--- src/rtl/dsa_job_scheduler_if.sv ---
// rtl/dsa_job_scheduler_if.sv - job, core and status signals of the job scheduler
interface dsa_job_scheduler_if #(
    parameter int DEPTH = 4,
    parameter int CW    = 32
);
    localparam int PW = $clog2(DEPTH + 1);

    logic          job_valid;
    logic          job_ready;
    logic [15:0]   job_in_w;
    logic [15:0]   job_in_h;
    logic [15:0]   job_scale_q88;
    logic          job_reject;
    logic          abort;
    logic          core_start;
    logic          core_busy;
    logic          core_done;
    logic [15:0]   core_in_w;
    logic [15:0]   core_in_h;
    logic [15:0]   core_scale_q88;
    logic          stat_valid;
    logic [CW-1:0] stat_cycles;
    logic          stat_timeout;
    logic [PW-1:0] jobs_pending;
    logic          idle;

    modport master (
        output job_valid, job_in_w, job_in_h, job_scale_q88, abort, core_busy, core_done,
        input  job_ready, job_reject, core_start, core_in_w, core_in_h, core_scale_q88,
               stat_valid, stat_cycles, stat_timeout, jobs_pending, idle
    );

    modport slave (
        input  job_valid, job_in_w, job_in_h, job_scale_q88, abort, core_busy, core_done,
        output job_ready, job_reject, core_start, core_in_w, core_in_h, core_scale_q88,
               stat_valid, stat_cycles, stat_timeout, jobs_pending, idle
    );
endinterface

--- src/rtl/dsa_job_scheduler.sv ---
// rtl/dsa_job_scheduler.sv - job FIFO, core sequencer, cycle counter and watchdog for the scaler
module dsa_job_scheduler #(
    parameter int DEPTH   = 4,
    parameter int CW      = 32,
    parameter int TIMEOUT = 16777216
) (
    input  logic               clk_50,
    input  logic               rst_n,
    dsa_job_scheduler_if.slave bus
);
    localparam int            AW     = $clog2(DEPTH);
    localparam int            PW     = $clog2(DEPTH + 1);
    localparam logic [CW-1:0] TO_LIM = CW'(TIMEOUT);
    localparam logic [PW-1:0] FULL   = PW'(DEPTH);

    typedef enum logic [1:0] {
        S_IDLE,
        S_LOAD,
        S_START,
        S_RUN
    } state_t;

    state_t        state_q, state_d;
    logic [47:0]   mem_q [DEPTH];
    logic [AW-1:0] wr_ptr_q, wr_ptr_d;
    logic [AW-1:0] rd_ptr_q, rd_ptr_d;
    logic [PW-1:0] count_q, count_d;
    logic [CW-1:0] cnt_q, cnt_d, cnt_inc;
    logic [47:0]   cfg_q, cfg_d;
    logic [CW-1:0] stat_cycles_q, stat_cycles_d;
    logic          stat_valid_q, stat_valid_d;
    logic          stat_to_q, stat_to_d;
    logic          reject_q, reject_d;
    logic          job_ready;
    logic          push_req;
    logic          job_ok;
    logic          push;
    logic          pop;

    // Readiness comes from the registered count only, so a same-cycle pop never frees a slot.
    assign job_ready = (count_q < FULL);
    assign push_req  = bus.job_valid && job_ready && !bus.abort;
    assign job_ok    = (bus.job_in_w != 16'd0) && (bus.job_in_h != 16'd0) &&
                       (bus.job_scale_q88 != 16'd0);
    assign push      = push_req && job_ok;
    assign reject_d  = push_req && !job_ok;
    assign cnt_inc   = (cnt_q == {CW{1'b1}}) ? cnt_q : cnt_q + 1'b1;

    always_comb begin
        wr_ptr_d = wr_ptr_q;
        rd_ptr_d = rd_ptr_q;
        count_d  = count_q;
        if (bus.abort) begin
            wr_ptr_d = '0;
            rd_ptr_d = '0;
            count_d  = '0;
        end else begin
            if (push) begin
                wr_ptr_d = wr_ptr_q + 1'b1;
            end
            if (pop) begin
                rd_ptr_d = rd_ptr_q + 1'b1;
            end
            if (push && !pop) begin
                count_d = count_q + 1'b1;
            end else if (!push && pop) begin
                count_d = count_q - 1'b1;
            end
        end
    end

    always_ff @(posedge clk_50) begin
        if (push) begin
            mem_q[wr_ptr_q] <= {bus.job_in_w, bus.job_in_h, bus.job_scale_q88};
        end
    end

    always_comb begin
        state_d       = state_q;
        cnt_d         = cnt_q;
        cfg_d         = cfg_q;
        stat_cycles_d = stat_cycles_q;
        stat_valid_d  = 1'b0;
        stat_to_d     = stat_to_q;
        pop           = 1'b0;
        case (state_q)
            S_IDLE: begin
                if (count_q != '0 && !bus.core_busy) begin
                    state_d = S_LOAD;
                end
            end
            S_LOAD: begin
                // An abort on the IDLE->LOAD edge can leave nothing to load.
                if (count_q != '0) begin
                    pop     = 1'b1;
                    cfg_d   = mem_q[rd_ptr_q];
                    cnt_d   = '0;
                    state_d = S_START;
                end else begin
                    state_d = S_IDLE;
                end
            end
            S_START: begin
                cnt_d   = cnt_inc;
                state_d = S_RUN;
            end
            S_RUN: begin
                cnt_d = cnt_inc;
                if (bus.core_done) begin
                    stat_cycles_d = cnt_inc;
                    stat_valid_d  = 1'b1;
                    state_d       = S_IDLE;
                end else if (cnt_inc == TO_LIM) begin
                    stat_cycles_d = TO_LIM;
                    stat_to_d     = 1'b1;
                    stat_valid_d  = 1'b1;
                    state_d       = S_IDLE;
                end
            end
            default: begin
                state_d = S_IDLE;
            end
        endcase
    end

    always_ff @(posedge clk_50 or negedge rst_n) begin
        if (!rst_n) begin
            state_q       <= S_IDLE;
            wr_ptr_q      <= '0;
            rd_ptr_q      <= '0;
            count_q       <= '0;
            cnt_q         <= '0;
            cfg_q         <= '0;
            stat_cycles_q <= '0;
            stat_valid_q  <= 1'b0;
            stat_to_q     <= 1'b0;
            reject_q      <= 1'b0;
        end else begin
            state_q       <= state_d;
            wr_ptr_q      <= wr_ptr_d;
            rd_ptr_q      <= rd_ptr_d;
            count_q       <= count_d;
            cnt_q         <= cnt_d;
            cfg_q         <= cfg_d;
            stat_cycles_q <= stat_cycles_d;
            stat_valid_q  <= stat_valid_d;
            stat_to_q     <= stat_to_d;
            reject_q      <= reject_d;
        end
    end

    assign bus.job_ready      = job_ready;
    assign bus.job_reject     = reject_q;
    assign bus.core_start     = (state_q == S_START);
    assign bus.core_in_w      = cfg_q[47:32];
    assign bus.core_in_h      = cfg_q[31:16];
    assign bus.core_scale_q88 = cfg_q[15:0];
    assign bus.stat_valid     = stat_valid_q;
    assign bus.stat_cycles    = stat_cycles_q;
    assign bus.stat_timeout   = stat_to_q;
    assign bus.jobs_pending   = count_q;
    assign bus.idle           = (state_q == S_IDLE) && (count_q == '0);
endmodule

--- src/flat_wrapper.sv ---
// flat-port wrapper written by rule: the top's interface ports become plain ports
module dsa_job_scheduler_flat 
#(
    parameter int DEPTH   = 4,
    parameter int CW      = 32,
    parameter int TIMEOUT = 16777216
)
  (clk_50, rst_n, bus_job_valid, bus_job_in_w, bus_job_in_h, bus_job_scale_q88, bus_abort, bus_core_busy, bus_core_done, bus_job_ready, bus_job_reject, bus_core_start, bus_core_in_w, bus_core_in_h, bus_core_scale_q88, bus_stat_valid, bus_stat_cycles, bus_stat_timeout, bus_jobs_pending, bus_idle);
  dsa_job_scheduler_if #(.DEPTH(DEPTH), .CW(CW)) bus_i ();
  input  logic clk_50;
  input  logic rst_n;
  input wire logic [$bits(bus_i.job_valid)-1:0] bus_job_valid;
  input wire logic [$bits(bus_i.job_in_w)-1:0] bus_job_in_w;
  input wire logic [$bits(bus_i.job_in_h)-1:0] bus_job_in_h;
  input wire logic [$bits(bus_i.job_scale_q88)-1:0] bus_job_scale_q88;
  input wire logic [$bits(bus_i.abort)-1:0] bus_abort;
  input wire logic [$bits(bus_i.core_busy)-1:0] bus_core_busy;
  input wire logic [$bits(bus_i.core_done)-1:0] bus_core_done;
  output wire logic [$bits(bus_i.job_ready)-1:0] bus_job_ready;
  output wire logic [$bits(bus_i.job_reject)-1:0] bus_job_reject;
  output wire logic [$bits(bus_i.core_start)-1:0] bus_core_start;
  output wire logic [$bits(bus_i.core_in_w)-1:0] bus_core_in_w;
  output wire logic [$bits(bus_i.core_in_h)-1:0] bus_core_in_h;
  output wire logic [$bits(bus_i.core_scale_q88)-1:0] bus_core_scale_q88;
  output wire logic [$bits(bus_i.stat_valid)-1:0] bus_stat_valid;
  output wire logic [$bits(bus_i.stat_cycles)-1:0] bus_stat_cycles;
  output wire logic [$bits(bus_i.stat_timeout)-1:0] bus_stat_timeout;
  output wire logic [$bits(bus_i.jobs_pending)-1:0] bus_jobs_pending;
  output wire logic [$bits(bus_i.idle)-1:0] bus_idle;
  assign bus_i.job_valid = bus_job_valid;
  assign bus_i.job_in_w = bus_job_in_w;
  assign bus_i.job_in_h = bus_job_in_h;
  assign bus_i.job_scale_q88 = bus_job_scale_q88;
  assign bus_i.abort = bus_abort;
  assign bus_i.core_busy = bus_core_busy;
  assign bus_i.core_done = bus_core_done;
  assign bus_job_ready = bus_i.job_ready;
  assign bus_job_reject = bus_i.job_reject;
  assign bus_core_start = bus_i.core_start;
  assign bus_core_in_w = bus_i.core_in_w;
  assign bus_core_in_h = bus_i.core_in_h;
  assign bus_core_scale_q88 = bus_i.core_scale_q88;
  assign bus_stat_valid = bus_i.stat_valid;
  assign bus_stat_cycles = bus_i.stat_cycles;
  assign bus_stat_timeout = bus_i.stat_timeout;
  assign bus_jobs_pending = bus_i.jobs_pending;
  assign bus_idle = bus_i.idle;
  dsa_job_scheduler #(.DEPTH(DEPTH), .CW(CW), .TIMEOUT(TIMEOUT)) u_core (.clk_50(clk_50), .rst_n(rst_n), .bus(bus_i));
endmodule
--- config.mk ---
export PLATFORM = sky130hd
export DESIGN_NAME = dsa_job_scheduler_flat
export DESIGN_NICKNAME = d
export VERILOG_FILES = /design/src/rtl/dsa_job_scheduler_if.sv /design/src/rtl/dsa_job_scheduler.sv /design/src/flat_wrapper.sv
export SDC_FILE = /design/constraint.sdc
export NUM_CORES = 1
export LEC_CHECK = 0
export CAP_MARGIN = 5
export CORE_MARGIN = 2
export CORE_UTILIZATION = 55
export DETAILED_ROUTE_END_ITERATION = 6
export MAX_ROUTING_LAYER = met4
export PLACE_DENSITY_LB_ADDON = 0.3
export SKIP_LAST_GASP = 1
export SYNTH_ARGS = -nofsm -noshare
export SYNTH_HDL_FRONTEND = slang
export SYNTH_SLANG_ARGS = --single-unit
export TNS_END_PERCENT = 100
--- constraint.sdc ---
create_clock -name clk_50 -period 8.6 [get_ports clk_50]
set_input_delay 0.86 -clock clk_50 [delete_from_list [all_inputs] [get_ports clk_50]]
set_output_delay 0.86 -clock clk_50 [all_outputs]
set_load 0.02 [all_outputs]
-- Word-level counts from Yosys, hierarchy flattened
Memory sizes are Yosys's and may differ from the RTL's. A register that Yosys moved wholly into a read port is not among the register bits.
Index checks and enable logic that the tools add are counted.
W data, S select, Z words.
- logic and storage cells: 82
- bits in registers: 76
- bits in read-only memories: 0
- output and inout port bits: 89
- latch bits: 0
- RAM bits: 192
- memories: 1
- bitwise operators: 1
- $lt $le $gt $ge: 1
- mux-type cells: 24
- divide/modulo/power cells: 0
- equal/unequal tests: 8
- add/subtract/negate cells: 5
- multiply operators: 0
- reduce and logical (&&, ||, !) cells: 33
- shift operators: 0
- memory list (name ; words ; width ; rd ports ; clocked after memory_dff ; wr ports ; RTL line ; text):
    u_core.mem_q ; 4 ; 48 ; 1 ; 1 ; 1 ; dsa_job_scheduler.sv:24 ; logic [47:0] mem_q [DEPTH];
- operator list (operator ; number):
    $mux W32 ; 4
    $pmux W32 S2 ; 1
    $reduce_bool A16 Y1 ; 3
    $add A32 B1 Y32 const B ; 1
    $eq A32 B25 Y1 const B ; 1
    $eq A32 B32 Y1 const B ; 1
    $mux W2 ; 8
    $logic_and A1 B1 Y1 ; 10
    $mux W3 ; 3
    $pmux W2 S4 ; 1
    $reduce_and A2 Y1 ; 4
    $reduce_bool A2 Y1 ; 4
    $mux W1 ; 7
    $logic_not A1 Y1 ; 6
    $reduce_bool A3 Y1 ; 2
    $add A2 B1 Y2 const B ; 2
    $eq A2 B2 Y1 const B ; 2
    $ne A2 B1 Y1 const B ; 2
    $add A3 B1 Y3 const B ; 1
    $logic_not A3 Y1 ; 1
    $lt A3 B3 Y1 const B ; 1
    $ne A3 B2 Y1 const B ; 1
    $reduce_and A3 Y1 ; 1
    $sub A3 B1 Y3 const B ; 1
    4 further kinds ; 4

-- Depth between registers and ports, before layout
- depth in word-level cells: 9
- mapped depth: 12
- mapped depth without buffers: 10

-- Worst setup path after synthesis
OpenSTA, ideal clock, no wires.
- path type: input to register
- start: input port bus_job_in_w[0]
- end: memory u_core.mem_q[0][0] (enable)
- cell stages on the path: 6
- slack: 4.540 ns
- library setup time: 0.454 ns
- arrival time: 3.606 ns
- required time: 8.146 ns
- path through: nor4_1 > nand4_1 > nand3_1 > or2_2 > clkbuf_1 > nor2_1
- longest elaborated chain between the ends: 6
- RTL lines (what ; RTL line ; text):
    from (decl) ; flat_wrapper.sv:13 ; input wire logic [$bits(bus_i.job_in_w)-1:0] bus_job_in_w;
    $reduce_bool A16 Y1 ; dsa_job_scheduler.sv:43 ; assign job_ok = (bus.job_in_w != 16'd0) && (bus.job_in_h != 16'd0) &&
    $logic_and A1 B1 Y1 (2 in series) ; dsa_job_scheduler.sv:43 ;
    $logic_and A1 B1 Y1 ; dsa_job_scheduler.sv:45 ; assign push = push_req && job_ok;
    $mux W1 ; dsa_job_scheduler.sv:73 ; if (push) begin
    $mux W1 (not written as such) ; dsa_job_scheduler.sv:74 ; mem_q[wr_ptr_q] <= {bus.job_in_w, bus.job_in_h, bus.job_scale_q88};
    to (decl) ; dsa_job_scheduler.sv:24 ;
No other way between the ends.

==> metrics.yaml <==
fin_worst_skew_ns: 0.0164
synthTopCellsByArea: "edfxtp_1, dfrtp_1, mux4_2"
n_fill_cell: 1811
min_period_over_period: 0.448
worst_slew_pin_slew_ns: 1.19
status: "complete, no violations"
grt_pass1_vias: 8745
first_pass_iters: 6
antenna_found_initial: 0
path_depth: 9
utilization: 0.662
crit_chain: "ha_1, nand4_2, nor2_1, nor4bb_1, o2111ai_1, a22o_1, nor4_4, a31o_4, a31oi_1"
synth-warning-count: 0
placementRows: 58
gp_congestion: 0.946
seq_area_frac_synth: 0.641
grt_usage: 0.245
ys_types: 78
ys_async_sr_fraction: 0.392
design.core.area_mm2: 0.0250
cts_root_buf: "clkbuf_16"
area_growth_pct: 19.5
ir_drop_mv: 0.232
clk_path_buf_depth: 3
drc_errors: 0
die_area_mm2: 0.0264
cp_max_fo: 35
crit_family: "simple AND/OR/NAND/NOR gates"
worstPathRequired_ns: 8.94
hold_buffers: 0
cts_htree_levels: 2
p_leak_uw: 0.00596
cellPowerDensity_mw_per_mm2: 310
cts_setup_buffers: 0
hold_viol: 0
synthMuxAreaShare: 0.122
synth-seq-cells: 316
ant_nets: 0
avgSynthCellArea_um2: 14.7
die_w_um: 163
critPathCaptureType: "flip-flop"
synth-main-ff-cell: "edfxtp_1"
drv_slew: 0
hold_path_class: "in2async"
vias_per_cell: 5.95
max_stage_delay_ns: 0.63
grt_max_degree: 75
final_common_cell: "edfxtp_1"
layout.nets: 1124
clk-insertion-delay-late_ns: 0.51
r2r_slack_ns: 4.75
path_buf_inv: 0
synth_xor_area_frac: 0.0221
drive_gt1_frac: 0.187
vias: 8444
syn_nets: 1004
fmaxAchievable_ghz: 0.260
overflow: 0
fin_tns_setup_ns: 0
dp_hpwl_um: 19400
ctsResizeCount: 0
startpoint_type: "flip-flop"
rsz0062_at_grt: "no"
initial_core_util: 0.554
synth_top_family_by_area: "multiplexers"
synth_edf_count: 192
maxCapViolations: 0
setup-violations-final: 0
synth_top_cell_by_area: "edfxtp_1"
die_h_um: 163
drt_iter0_markers: 649
synthSimpleGateAreaFrac: 0.0855
min_period_ns: 3.85
cts_made_buffers: 34
num_io_pins: 143
placed_cell_area_mm2: 0.0155
cpMaxStageDelayCell: "nor4bb_1"
synth-compound-area-share: 0.0889
synth_fa_ha_area_frac: 0.00597
final_cell_mix: "edfxtp_1, clkdlybuf4s50_1, dfrtp_1"
grt_pass1_wl_um: 48400
routedWlPerCell_um: 21.4
yosysTopAreaCellShare: 0.417
finalPower_uw: 5130
num_antenna_cells: 0
arrival_ns: 4.19
netlist_area_mm2: 0.0138
r2r_cells: 9
crit_type: "reg2reg"
cts_sinks: 316
finalInstanceArea_mm2: 0.0165
slew-limit-headroom: 0.205
cts_tree: "done"
wirelength_um: 30400
io_buffers: 142
clkTransAtPathRegs_ns: 0.06
syn_inst: 944
==> layout make-up <==
class	instances	area (um^2)	area share
well taps	330	413	0.0250
clock buffers	49	948	0.0574
clock inverters	13	126	0.00764
multi-input cells	519	4530	0.274
inverters	43	161	0.00976
flip-flops and latches	316	8870	0.537
repair buffers	150	1480	0.0897
==> worst paths after layout <==
check,start,to
worst min-delay path,rst_n,u_core.cfg_q[10]$_DFFE_PN0P_
worst min register to register,u_core.bus.stat_timeout$_DFFE_PN0P_,u_core.bus.stat_timeout$_DFFE_PN0P_
worst max register to register,u_core.cnt_q[0]$_DFFE_PN0P_,flip-flop
worst max-delay path,u_core.cnt_q[0]$_DFFE_PN0P_,flip-flop
min in group clk_50,u_core.bus.stat_timeout$_DFFE_PN0P_,u_core.bus.stat_timeout$_DFFE_PN0P_
max in group asynchronous,rst_n,u_core.cfg_q[15]$_DFFE_PN0P_
==> worst register-to-register path, stage by stage, from the launching register on <==
cell and delay (ns):
dfrtp_1 0.52, ha_1 0.33, nand4_2 0.30, nor2_1 0.39, nor4bb_1 0.63, o2111ai_1 0.22, a22o_1 0.31, nor4_4 0.25
a31o_4 0.58, a31oi_1 0.15
==> per-stage QoR <==
stage | setup WS [ns] | hold slack (ns) | instances
2_1_floorplan | 4.54 | 0.498 | 944
3_3_place_gp | 4.75 | 0.486 | 1358
3_5_place_dp | 4.68 | 0.486 | 1358
4_1_cts | 4.80 | 0.332 | 1420
5_1_grt | 4.49 | 0.351 | 1420
6_report | 4.75 | 0.304 | 1420
==> sequential cells by signal (all words and copies together), names as in the netlist, named ones only <==
name	count
u_core.mem_q	192
u_core.cfg_q	48
u_core.bus.stat_cycles	32
u_core.cnt_q	32
u_core.bus.jobs_pending	3
u_core.rd_ptr_q	2
u_core.wr_ptr_q	2
u_core.bus.job_reject	1
u_core.bus.stat_timeout	1
u_core.bus.stat_valid	1
u_core.state_q	1
==> where the power goes <==
part	switching (uW)	leakage (uW)	total, uW	internal [uW]
Combinational	818	0.00217	1600	786
Sequential	221	0.00326	2120	1900
Clock	572	0.000524	1400	833
Total	1610	0.00596	5130	3520
==> logic make-up (layout without fill, tap and decap cells) <==
kind of cell | after synthesis | after routing
AO/OA/AOI/OAI | 171 | 171
XOR/XNOR | 34 | 34
adder cells (fa/ha/maj) | 6 | 6
buffers and inverters | 109 | 255
flip-flops | 316 | 316
multiplexers | 102 | 102
AND/OR/NAND/NOR | 206 | 206
==> routing by layer <==
layer  global-route usage  share of wire  vias to the layer above
met2                0.393           0.49                      233
met4               0.0704          0.026                        0
met5                    -              0                        -
met1                0.321           0.43                     4315
met3               0.0491          0.057                       50
li1                     -              -                     3846
==> cell usage after synthesis (all sizes together) (19+ instances only) <==
| cell type | n |
|---|---|
| nor4 | 19 |
| nand2 | 39 |
| o21ai | 63 |
| edfxtp | 192 |
| nand4 | 22 |
| a21oi | 31 |
| dfrtp | 124 |
| nor2 | 49 |
| buf | 31 |
| clkbuf | 35 |
| mux2 | 49 |
| xnor2 | 22 |
| mux4 | 48 |
| inv | 43 |
| nand3 | 20 |
| a22oi | 21 |
No activity file was read; power rests on OpenSTA's default activity.
